$ cat config.mk
export PLATFORM = sky130hd
export DESIGN_NAME = cfg_vpd_req_seq
export DESIGN_NICKNAME = d
export VERILOG_FILES = /design/src/rtl/cfg_vpd_req_seq.sv
export SDC_FILE = /design/constraint.sdc
export NUM_CORES = 1
export LEC_CHECK = 0
export BUFFER_PORTS_ARGS = -buffer_cell sky130_fd_sc_hd__buf_2
export CAP_MARGIN = 20
export CORE_MARGIN = 1
export CORE_UTILIZATION = 35
export CTS_CLUSTER_SIZE = 25
export DETAILED_ROUTE_END_ITERATION = 7
export PLACE_DENSITY = 0.68
export SYNTH_ARGS = -nofsm -noshare
export SYNTH_HDL_FRONTEND = slang
export SYNTH_SLANG_ARGS = --single-unit
$ cat constraint.sdc
create_clock -name clock_tlx -period 2.6 [get_ports clock_tlx]
set_clock_uncertainty 0.15 [all_clocks]
set_input_delay 0.26 -clock clock_tlx [delete_from_list [all_inputs] [get_ports clock_tlx]]
set_output_delay 0.26 -clock clock_tlx [all_outputs]
set_load 0.01 [all_outputs]
$ cat src/rtl/cfg_vpd_req_seq.sv
// VPD request sequencer: PCIe VPD capability registers in front of the
// hold-until-done cfg_vpd_* port, with completion timeout and sticky errors.
module cfg_vpd_req_seq #(
  parameter int unsigned TIMEOUT_CYCLES = 4096
) (
  input  logic        clock_tlx,
  input  logic        reset,
  input  logic        cap_addr_wr,
  input  logic [15:0] cap_addr_wdata,
  input  logic        cap_data_wr,
  input  logic [31:0] cap_data_wdata,
  output logic [15:0] cap_addr_rdata,
  output logic [31:0] cap_data_rdata,
  output logic [14:0] cfg_vpd_addr,
  output logic        cfg_vpd_wren,
  output logic [31:0] cfg_vpd_wdata,
  output logic        cfg_vpd_rden,
  input  logic [31:0] vpd_cfg_rdata,
  input  logic        vpd_cfg_done,
  input  logic        vpd_err_unimplemented_addr,
  input  logic        err_clear,
  output logic        vpd_busy,
  output logic [2:0]  vpd_err
);

  localparam int unsigned CNT_W = $clog2(TIMEOUT_CYCLES + 1);

  typedef enum logic [1:0] {IDLE, WRITE, READ} state_t;

  state_t             state, state_n;
  logic               f_q, f_n;
  logic [14:0]        addr_q, addr_n;
  logic [31:0]        data_q, data_n;
  logic [CNT_W-1:0]   cnt_q, cnt_n;
  logic [2:0]         err_q, err_n, err_set;

  // State and register file; handshake outputs are flops fed from next state
  always_ff @(posedge clock_tlx or posedge reset) begin
    if (reset) begin
      state        <= IDLE;
      f_q          <= 1'b0;
      addr_q       <= '0;
      data_q       <= '0;
      cnt_q        <= '0;
      err_q        <= '0;
      cfg_vpd_wren <= 1'b0;
      cfg_vpd_rden <= 1'b0;
      vpd_busy     <= 1'b0;
    end else begin
      state        <= state_n;
      f_q          <= f_n;
      addr_q       <= addr_n;
      data_q       <= data_n;
      cnt_q        <= cnt_n;
      err_q        <= err_n;
      cfg_vpd_wren <= (state_n == WRITE);
      cfg_vpd_rden <= (state_n == READ);
      vpd_busy     <= (state_n != IDLE);
    end
  end

  // Next-state, register updates and error events
  always_comb begin
    state_n = state;
    f_n     = f_q;
    addr_n  = addr_q;
    data_n  = data_q;
    cnt_n   = cnt_q;
    err_set = 3'b000;

    case (state)
      IDLE: begin
        if (cap_data_wr) data_n = cap_data_wdata;
        if (cap_addr_wr) begin
          f_n     = cap_addr_wdata[15];
          addr_n  = cap_addr_wdata[14:0];
          cnt_n   = '0;
          state_n = cap_addr_wdata[15] ? WRITE : READ;
        end
      end
      WRITE, READ: begin
        if (cap_addr_wr || cap_data_wr) err_set[2] = 1'b1;
        if (vpd_err_unimplemented_addr) err_set[1] = 1'b1;
        cnt_n = cnt_q + CNT_W'(1);
        // done takes priority over a timeout expiring in the same cycle
        if (vpd_cfg_done) begin
          if (state == WRITE) begin
            f_n = 1'b0;
          end else begin
            f_n    = 1'b1;
            data_n = vpd_cfg_rdata;
          end
          state_n = IDLE;
        end else if (cnt_q == CNT_W'(TIMEOUT_CYCLES - 1)) begin
          err_set[0] = 1'b1;
          state_n    = IDLE;
        end
      end
      default: state_n = IDLE;
    endcase

    err_n = (err_q & ~{3{err_clear}}) | err_set;
  end

  assign cap_addr_rdata = {f_q, addr_q};
  assign cap_data_rdata = data_q;
  assign cfg_vpd_addr   = addr_q;
  assign cfg_vpd_wdata  = data_q;
  assign vpd_err        = err_q;

endmodule

# == Word level (Yosys, flattened, before mapping) ==
# Cells that the tools add are included.
# op_classes
mux,20
n_reduce_logical,9
multipliers,0
shift,0
n_addsub,1
div_mod_pow,0
magnitude_cmp,0
eq_ne,9
bitwise,3
# ops
operator,count
32-bit two-way mux,3
32-bit case mux with 2 select lines,1
13-bit case mux with 2 select lines,1
13-bit by 1-bit adder with 13-bit output (second input constant),1
13-bit by 12-bit == test with 1-bit output (second input constant),1
13-bit two-way mux,1
2-bit two-way mux,4
2-bit inequality test (second input constant),4
1-bit two-way mux,7
2-bit by 1-bit == test with 1-bit output (second input constant),2
2-bit == test (second input constant),2
2-bit case mux with 2 select lines,1
2-bit AND reduction,2
4-bit AND reduction,1
2-bit nonzero test,2
3-bit AND,1
3-bit two-way mux,1
3-bit NOT,1
3-bit bitwise OR,1
3-bit AND reduction,1
2-bit zero test,1
1-bit case mux with 2 select lines,1
2-bit OR reduction,1
1-bit logical OR,1
# totals
latchBits,0
inputBits,87
word_cells,51
mem_count,0
ram_bits,0
reg_bits,69
output_inout_bits,101
rom_bits,0

# == Longest topological paths before layout ==
# Gate-level depths: netlist of run 1.
# logic_depth
word_depth,5
ltp_mapped,8
depth_no_buf,6

# == Worst setup path after synthesis of run 1 ==
# No wires, ideal clock.
# synth_timing
path_type,reg2reg
startpoint,register state[0]
endpoint,"register data_q[10], in the netlist cap_data_rdata[10]"
stages_incl_launch_ff,9
period_less_slack_ps,2251
required_ps,2325
setup_time_ps,125
n_path_buf,2
arrival_time_ps,1976
path_slack_ps,349
path_cell_list,dfrtp_1 -> inv_1 -> ha_1 -> buf_6 -> nor2b_4 -> o21bai_4 -> nor3_4 -> buf_6 -> mux2_2
# synth_via
elab_chain_len,4
word_cells_on_any_way,10
classes_between,eq/ne: 5; mux: 1; reduce/logical: 4
# synth_lines
element,line,rtl
"start, declared",30,"state_t state, state_n;"
"start signal, assigned",50,state <= state_n;
2-bit by 1-bit == test with 1-bit output or 2-bit == test (tied branches),"71, 87",
2-bit OR reduction,71,case (state)
2-bit inequality test (no source line) or 2-bit nonzero test (tied branches),--,
4-bit AND reduction (no source line),--,
"end signal, assigned",53,data_q <= data_n;
"end, declared",33,"logic [31:0] data_q, data_n;"
# Parallel ways exist; a longest one is shown, timed or not.
# A chain may end at the register's enable or synchronous reset.

# == Worst setup path in the final report of run 1 ==
# layout_timing
startpoint,register state[0]
endpoint,register f_q
# layout_via
elab_chain_len,4
word_cells_on_any_way,11
classes_between,eq/ne: 4; mux: 3; reduce/logical: 4
# layout_lines
element,line,rtl
2-bit by 1-bit == test with 1-bit output or 2-bit == test (tied branches),"71, 87",
1-bit two-way mux or 2-bit OR reduction (tied branches),"87, 71",
1-bit two-way mux (tied with other cells),86,if (vpd_cfg_done) begin
1-bit case mux with 2 select lines or 3-bit AND reduction (tied branches),--,
"end signal, assigned",51,f_q <= f_n;
"end, declared",31,"logic f_q, f_n;"
# Parallel ways exist; a longest one is shown, timed or not. The select of a mux whose other input is x is not followed.

==> results of run 1 <==
-- cell type report --
class                      instances  area [um2]  area share [%]
timing repair buffer             210        1180            24.2
tap                              136         170            3.49
sequential                        69        1730            35.4
clock inverter                     5         106            2.18
multi-input combinational        177        1520            31.1
inverter                           9        33.8           0.693
clock buffer                      11         141            2.90
-- kinds of logic (layout without fill, tap and decap cells) --
family | after synthesis | after routing | synth area share [%]
AOI/OAI and AO/OA | 36 | 36 | 6.21
adders and majority gates | 5 | 5 | 1.68
buffers and inverters | 72 | 235 | 13.0
DFF | 69 | 69 | 46.3
muxes | 81 | 81 | 24.4
and+or+nand+nor | 55 | 55 | 8.33
-- flip-flops by register name, indices dropped and copies added (netlist names), 2 cells and up --
name            flops
cap_data_rdata     32
cfg_vpd_addr       15
cnt_q              13
state               2
vpd_err             3
-- placed cells by master (no fill, tap or decap), drive strengths merged --
cell         count
o31ai            4
buf            192
nor2b            3
o21bai           1
or3              3
o211a            1
mux2            80
nor3             2
mux2i            1
a21boi           1
nor2             5
clkbuf          11
nand2           14
and2             4
bufinv           3
ha               5
dfrtp           69
o21ai           17
and4b            1
nand2b           2
inv              9
a41oi            2
o41ai            1
a31oi            3
a311oi           1
clkinv           1
nor3b            2
o22ai            1
nand3            7
dlygate4sd3     18
and3             5
nand4            7
clkinvlp         1
a21oi            4
-- per-layer routing --
metal / vias to the layer above / track usage, % / wire, um
li1: 1386 / - / -
met1: 1427 / 16.5 / 3310
met2: 127 / 29.1 / 4390
met3: 8 / 3.68 / 476
met4: 0 / 4.12 / 72
met5: - / 0 / 0
-- power groups by stage --
stage	Combinational (W)	Sequential, W	Clock (W)
after floorplan	0.00275	0.00206	0
after global placement	0.00353	0.00185	0
after detailed placement	0.00355	0.00189	0
after CTS	0.00359	0.00187	0.00112
after global routing	0.00389	0.00193	0.00118
final	0.00355	0.00186	0.00108
-- through the flow --
stage | worst slack, ns | instance area (um2) | power (W) | hold slack (ns)
after floorplan | 0.349 | 3730 | 0.00481 | 0.206
after global placement | 0.373 | 4450 | 0.00538 | 0.189
after detailed placement | 0.307 | 4450 | 0.00544 | 0.189
after CTS | 0.294 | 4870 | 0.00659 | 0.00208
after global routing | 0.0787 | 4870 | 0.00699 | 0.0153
final | 0.278 | 4870 | 0.00649 | 0.0165
-- path summary, 6_finish.rpt --
path / end / slack [ns] / cells after the start
min in group asynchronous: cap_data_rdata[23]$_DFFE_PP0P_ / 0.37 / 3
worst max register to register: f_q$_DFFE_PP0P_ / 0.28 / 7
max in group asynchronous: cnt_q[3]$_DFFE_PP0P_ / 1.30 / 4
worst min register to register: cnt_q[4]$_DFFE_PP0P_ / 0.34 / 1
worst min-delay path: cfg_vpd_addr[9]$_DFFE_PP0P_ / 0.02 / 2
worst max-delay path: f_q$_DFFE_PP0P_ / 0.28 / 7
-- worst max-delay path: stages (launching register included) --
cell	delay, ns
dfrtp_1	0.45
inv_1	0.09
ha_2	0.38
buf_4	0.35
clkinv_1	0.32
nand2_1	0.12
o21ai_0	0.08
mux2_2	0.26
==> results_dict.tcl, run 1 <==
set metrics [dict create \
    dp.cells 583 \
    async_reset_ff_share_pct 100 \
    tightestPinTransition_ns 0.645 \
    clock_latency_ns 0.33 \
    fillCellCount 927 \
    p_switching_w 0.00241 \
    drive_above_1_share_pct 60.3 \
    cts_hold_buf 18 \
    post_cts_buffers 0 \
    nets 568 \
    syn-num-nets 410 \
    cts-resized-gates 0 \
    antenna_found_initial 0 \
    endpoint_kind "flop" \
    grt_pass1_vias 2873 \
    die_w_um 105 \
    grt_start_max_net_pins 33 \
    rsz0062_at_grt "no" \
    core.rowCount 37 \
    period_minus_slack_ns 2.32 \
    yosysWarnings 0 \
    grt_pass1_wl_um 13400 \
    powerDensity_nw_per_um2 1330 \
    p_clk_share_pct 16.6 \
    cts_tree "done" \
    initial_core_util_pct 36.1 \
    setup_tns_ns 0 \
    dieArea_um2 11100 \
    fmaxAchievable_mhz 431 \
    synth_top_cells_by_area "dfrtp_1, mux2_2, buf_4" \
    ir_worst_vdd_v 0.000439 \
    remaining_drc_errors 0 \
    core_area_um2 10300 \
    grt_use_total_pct 15.2 \
    synth-edff-count 0 \
    synth_area_per_cell_um2 11.7 \
    critPathLaunch "state[0]$_DFF_PP0_" \
    hold_viol_final 0 \
    outcome "finished clean" \
    yosys.area.top_type "dfrtp_1" \
    diodes 0 \
    internal-power_w 0.00408 \
    critPathArrivalTime_ns 2.39 \
    ios 188 \
    cp.required_ns 2.67 \
    critPathKind "flop to flop" \
    hpwl_um 5930 \
    synth_seq_cells 69 \
    numClockSinks 69 \
    syn_inst 318 \
    wl_um 8250 \
    cts_buffer_depth 2 \
    cts_inserted_buffers 9 \
    gr-total-overflow 0 \
    min_period_over_period_pct 89.3 \
    syn2layout_area_growth_pct 30.8 \
    p_seq_share_pct 28.7 \
    yosysSeqAreaShare_pct 46.3 \
    ant_nets 0 \
    htreeDepth 3 \
    r2r_start "state[0]$_DFF_PP0_" \
    ys_types 36 \
    synth_common_cells "mux2_2, dfrtp_1, buf_4" \
    p_leak_nw 2.37 \
    via_per_inst 4.78 \
    synthMostInstantiatedCell "mux2_2" \
    critical_path.max_fanout 28 \
    globalplace.congestion 0.801 \
    cts-root-buf "clkbuf_8" \
    synth_area_um2 3730 \
    start_kind "flop" \
    cap_violations 0 \
    worstHoldPathType "primary input to flop" \
    max_slew_margin_pct 56.9 \
    fin_cells 617 \
    drt_iter0_drc 62 \
    drv_slew 0 \
    io_buffers 187 \
    hp-start "cap_addr_wdata[9]" \
    setup_viol 0 \
    synth_ff_type "dfrtp_1" \
    switching_share_pct 37.1 \
    synth_top_area_share_pct 46.3 \
    dr.pass1.iters 4 \
    die_y_um 105 \
    post-route-util_pct 47.2 \
    clkTransAtPathRegs_ns 0.07 \
    wl_per_cell_um 13.4 \
    dr_total_vias 2948 \
    share_comb_of_total_power_pct 54.6 \
]
No activity file was read; power rests on OpenSTA's default activity.
==> inputs of run 2 (changes only) <==
--- a/config.mk
+++ b/config.mk
@@ -7,11 +7,13 @@
 export LEC_CHECK = 0
 export BUFFER_PORTS_ARGS = -buffer_cell sky130_fd_sc_hd__buf_2
 export CAP_MARGIN = 20
+export CORE_ASPECT_RATIO = 0.5
 export CORE_MARGIN = 1
-export CORE_UTILIZATION = 35
+export CORE_UTILIZATION = 46
 export CTS_CLUSTER_SIZE = 25
 export DETAILED_ROUTE_END_ITERATION = 7
-export PLACE_DENSITY = 0.68
+export PLACE_DENSITY = 0.85
+export REMOVE_ABC_BUFFERS = 1
 export SYNTH_ARGS = -nofsm -noshare
 export SYNTH_HDL_FRONTEND = slang
 export SYNTH_SLANG_ARGS = --single-unit
==> run 2 against run 1 <==
Worst setup slack got worse by 0.020 ns. Sequential power barely moved. Cell count fell by 7.0%. Register-to-register slack got worse by 0.02 ns. Power rose by 2.7%. Cell area fell by 3.2%.
==> results_dict.tcl, run 2 (synthesis gave the netlist of run 1 again) <==
set metrics [dict create \
    fin_area_um2 4720 \
    hold_viol_final 0 \
    diodes 0 \
    core_area_um2 7570 \
    drive_above_1_share_pct 61.8 \
    dpl_cell_area_um2 4400 \
    antenna_found_initial 0 \
    grt_pass1_wl_um 13900 \
    start_kind "flop" \
    via_per_inst 5.05 \
    numClockSinks 69 \
    grt_use_total_pct 21.9 \
    wl_um 8780 \
    crit_family "simple AND/OR/NAND/NOR gates" \
    dieArea_um2 8490 \
    htreeDepth 3 \
    gr-total-overflow 0 \
    hpwl_um 6600 \
    ir_worst_vdd_v 0.000680 \
    core.rowCount 22 \
    max_stage_delay_ns 0.44 \
    endpoint_kind "flop" \
    tightestPinTransition_ns 0.693 \
    cpMostUsedCell "nand3_1" \
    fmaxAchievable_mhz 427 \
    crit_path_cell_trace "inv_1 -> ha_2 -> buf_4 -> nand3_1 -> or3_1 -> nand3_1" \
    dr.pass1.iters 5 \
    io_buffers 187 \
    remaining_drc_errors 0 \
    nets 553 \
    setup_viol 0 \
    setup_tns_ns 0 \
    cp_slowest_cell "or3_1" \
    dr_total_vias 2899 \
    largest_reg_flops 32 \
    fillCellCount 596 \
    rsz0062_at_grt "no" \
    wl_per_cell_um 15.3 \
    die_w_um 129 \
    cts_inserted_buffers 9 \
    hold_ws_ns 0.0173 \
    globalplace.congestion 0.845 \
    powerDensity_nw_per_um2 1410 \
    max_slew_margin_pct 53.7 \
    final_common_cell "buf_2" \
    clkTransAtPathRegs_ns 0.05 \
    cp.required_ns 2.71 \
    mostFrequentLayoutCells "buf_2, mux2_2, dfrtp_1" \
    drt_iter0_drc 190 \
    cp.buffers_inverters 2 \
    cts-root-buf "clkbuf_16" \
    cts-resized-gates 0 \
    initial_core_util_pct 49.2 \
    worstHoldPathType "primary input to flop" \
    syn2layout_area_growth_pct 26.7 \
    period_minus_slack_ns 2.34 \
    clock_latency_ns 0.33 \
    ios 188 \
    ant_nets 0 \
    grt_pass1_vias 2843 \
    min_period_over_period_pct 90.0 \
    cap_violations 0 \
    p_leak_nw 2.33 \
    outcome "finished clean" \
    grt_start_max_net_pins 33 \
    critical_path.max_fanout 27 \
    cts_buffer_depth 2 \
    cts_tree "done" \
    drv_slew 0 \
    critPathArrivalTime_ns 2.45 \
    die_y_um 65.6 \
    critPathKind "flop to flop" \
]
[run 2: cell types whose count changed in the layout (fill, tap and decap cells not counted)]
cell,change
clkbuf_1,+2
buf_12,-1
clkinvlp_4,-1
dlygate4sd3_1,-15
clkbuf_8,-6
bufinv_16,-3
clkbuf_16,+9
inv_6,-1
buf_4,+1
[run 2: power breakdown]
part	internal (W)	total (W)	leakage, nW	switching (W)
combinational	0.00185	0.00361	1.34	0.00176
clock	0.000751	0.00116	0.143	0.000414
sequential	0.00156	0.00189	0.844	0.000336
[run 2: path summary, 6_finish.rpt]
kind                                        from  slack (ns)  cells past startpoint                             to
setup / recovery              state[1]$_DFF_PP0_        0.26                      6          cnt_q[11]$_DFFE_PP0P_
hold / removal                 cap_addr_wdata[5]        0.02                      2    cfg_vpd_addr[5]$_DFFE_PP0P_
setup reg to reg              state[1]$_DFF_PP0_        0.26                      6          cnt_q[11]$_DFFE_PP0P_
hold reg to reg            cnt_q[12]$_DFFE_PP0P_        0.33                      1          cnt_q[12]$_DFFE_PP0P_
max in group asynchronous                  reset        1.21                      4  cap_data_rdata[5]$_DFFE_PP0P_
min in group asynchronous                  reset        0.38                      3    cfg_vpd_addr[3]$_DFFE_PP0P_
[run 2: layout make-up]
class                           instances  area, um2  share of cell area [%]
Clock buffer                           16        292                    6.18
Inverter                                9       33.8                   0.716
Multi-Input combinational cell        177       1520                    32.1
Sequential cell                        69       1730                    36.6
Tap cell                              108        135                    2.86
Timing Repair Buffer                  195       1020                    21.5
[run 2: repair_timing]
item                      4_1_cts  5_1_grt
buffers inserted                0        0
hold buffers                    3        0
hold endpoints to repair       25        0
[run 2: metrics by stage]
step           util [%]  std cells  total power (W)  worst slack, ns
2_1_floorplan         -        255          0.00413           -0.705
5_1_grt            62.4        574          0.00711           0.0867
6_report           62.4        574          0.00666            0.259
3_5_place_dp       58.1        555          0.00550            0.287
4_1_cts            62.4        574          0.00671            0.275
3_3_place_gp       58.1        555          0.00537            0.384
[run 2: per-layer routing]
| metal | global-route usage [%] | vias up | share of wire [%] |
|---|---|---|---|
| li1 | - | 1354 | - |
| met1 | 26.6 | 1426 | 41 |
| met2 | 37.9 | 101 | 53 |
| met3 | 5.37 | 18 | 4.7 |
| met4 | 8.53 | 0 | 2.3 |
| met5 | 0 | - | 0 |
[run 2: worst reg2reg max path: stages (launching register included)]
cell and delay [ns]:
dfrtp_1 0.40, inv_1 0.11, ha_2 0.40, buf_4 0.33, nand3_1 0.35, or3_1 0.44, nand3_1 0.09
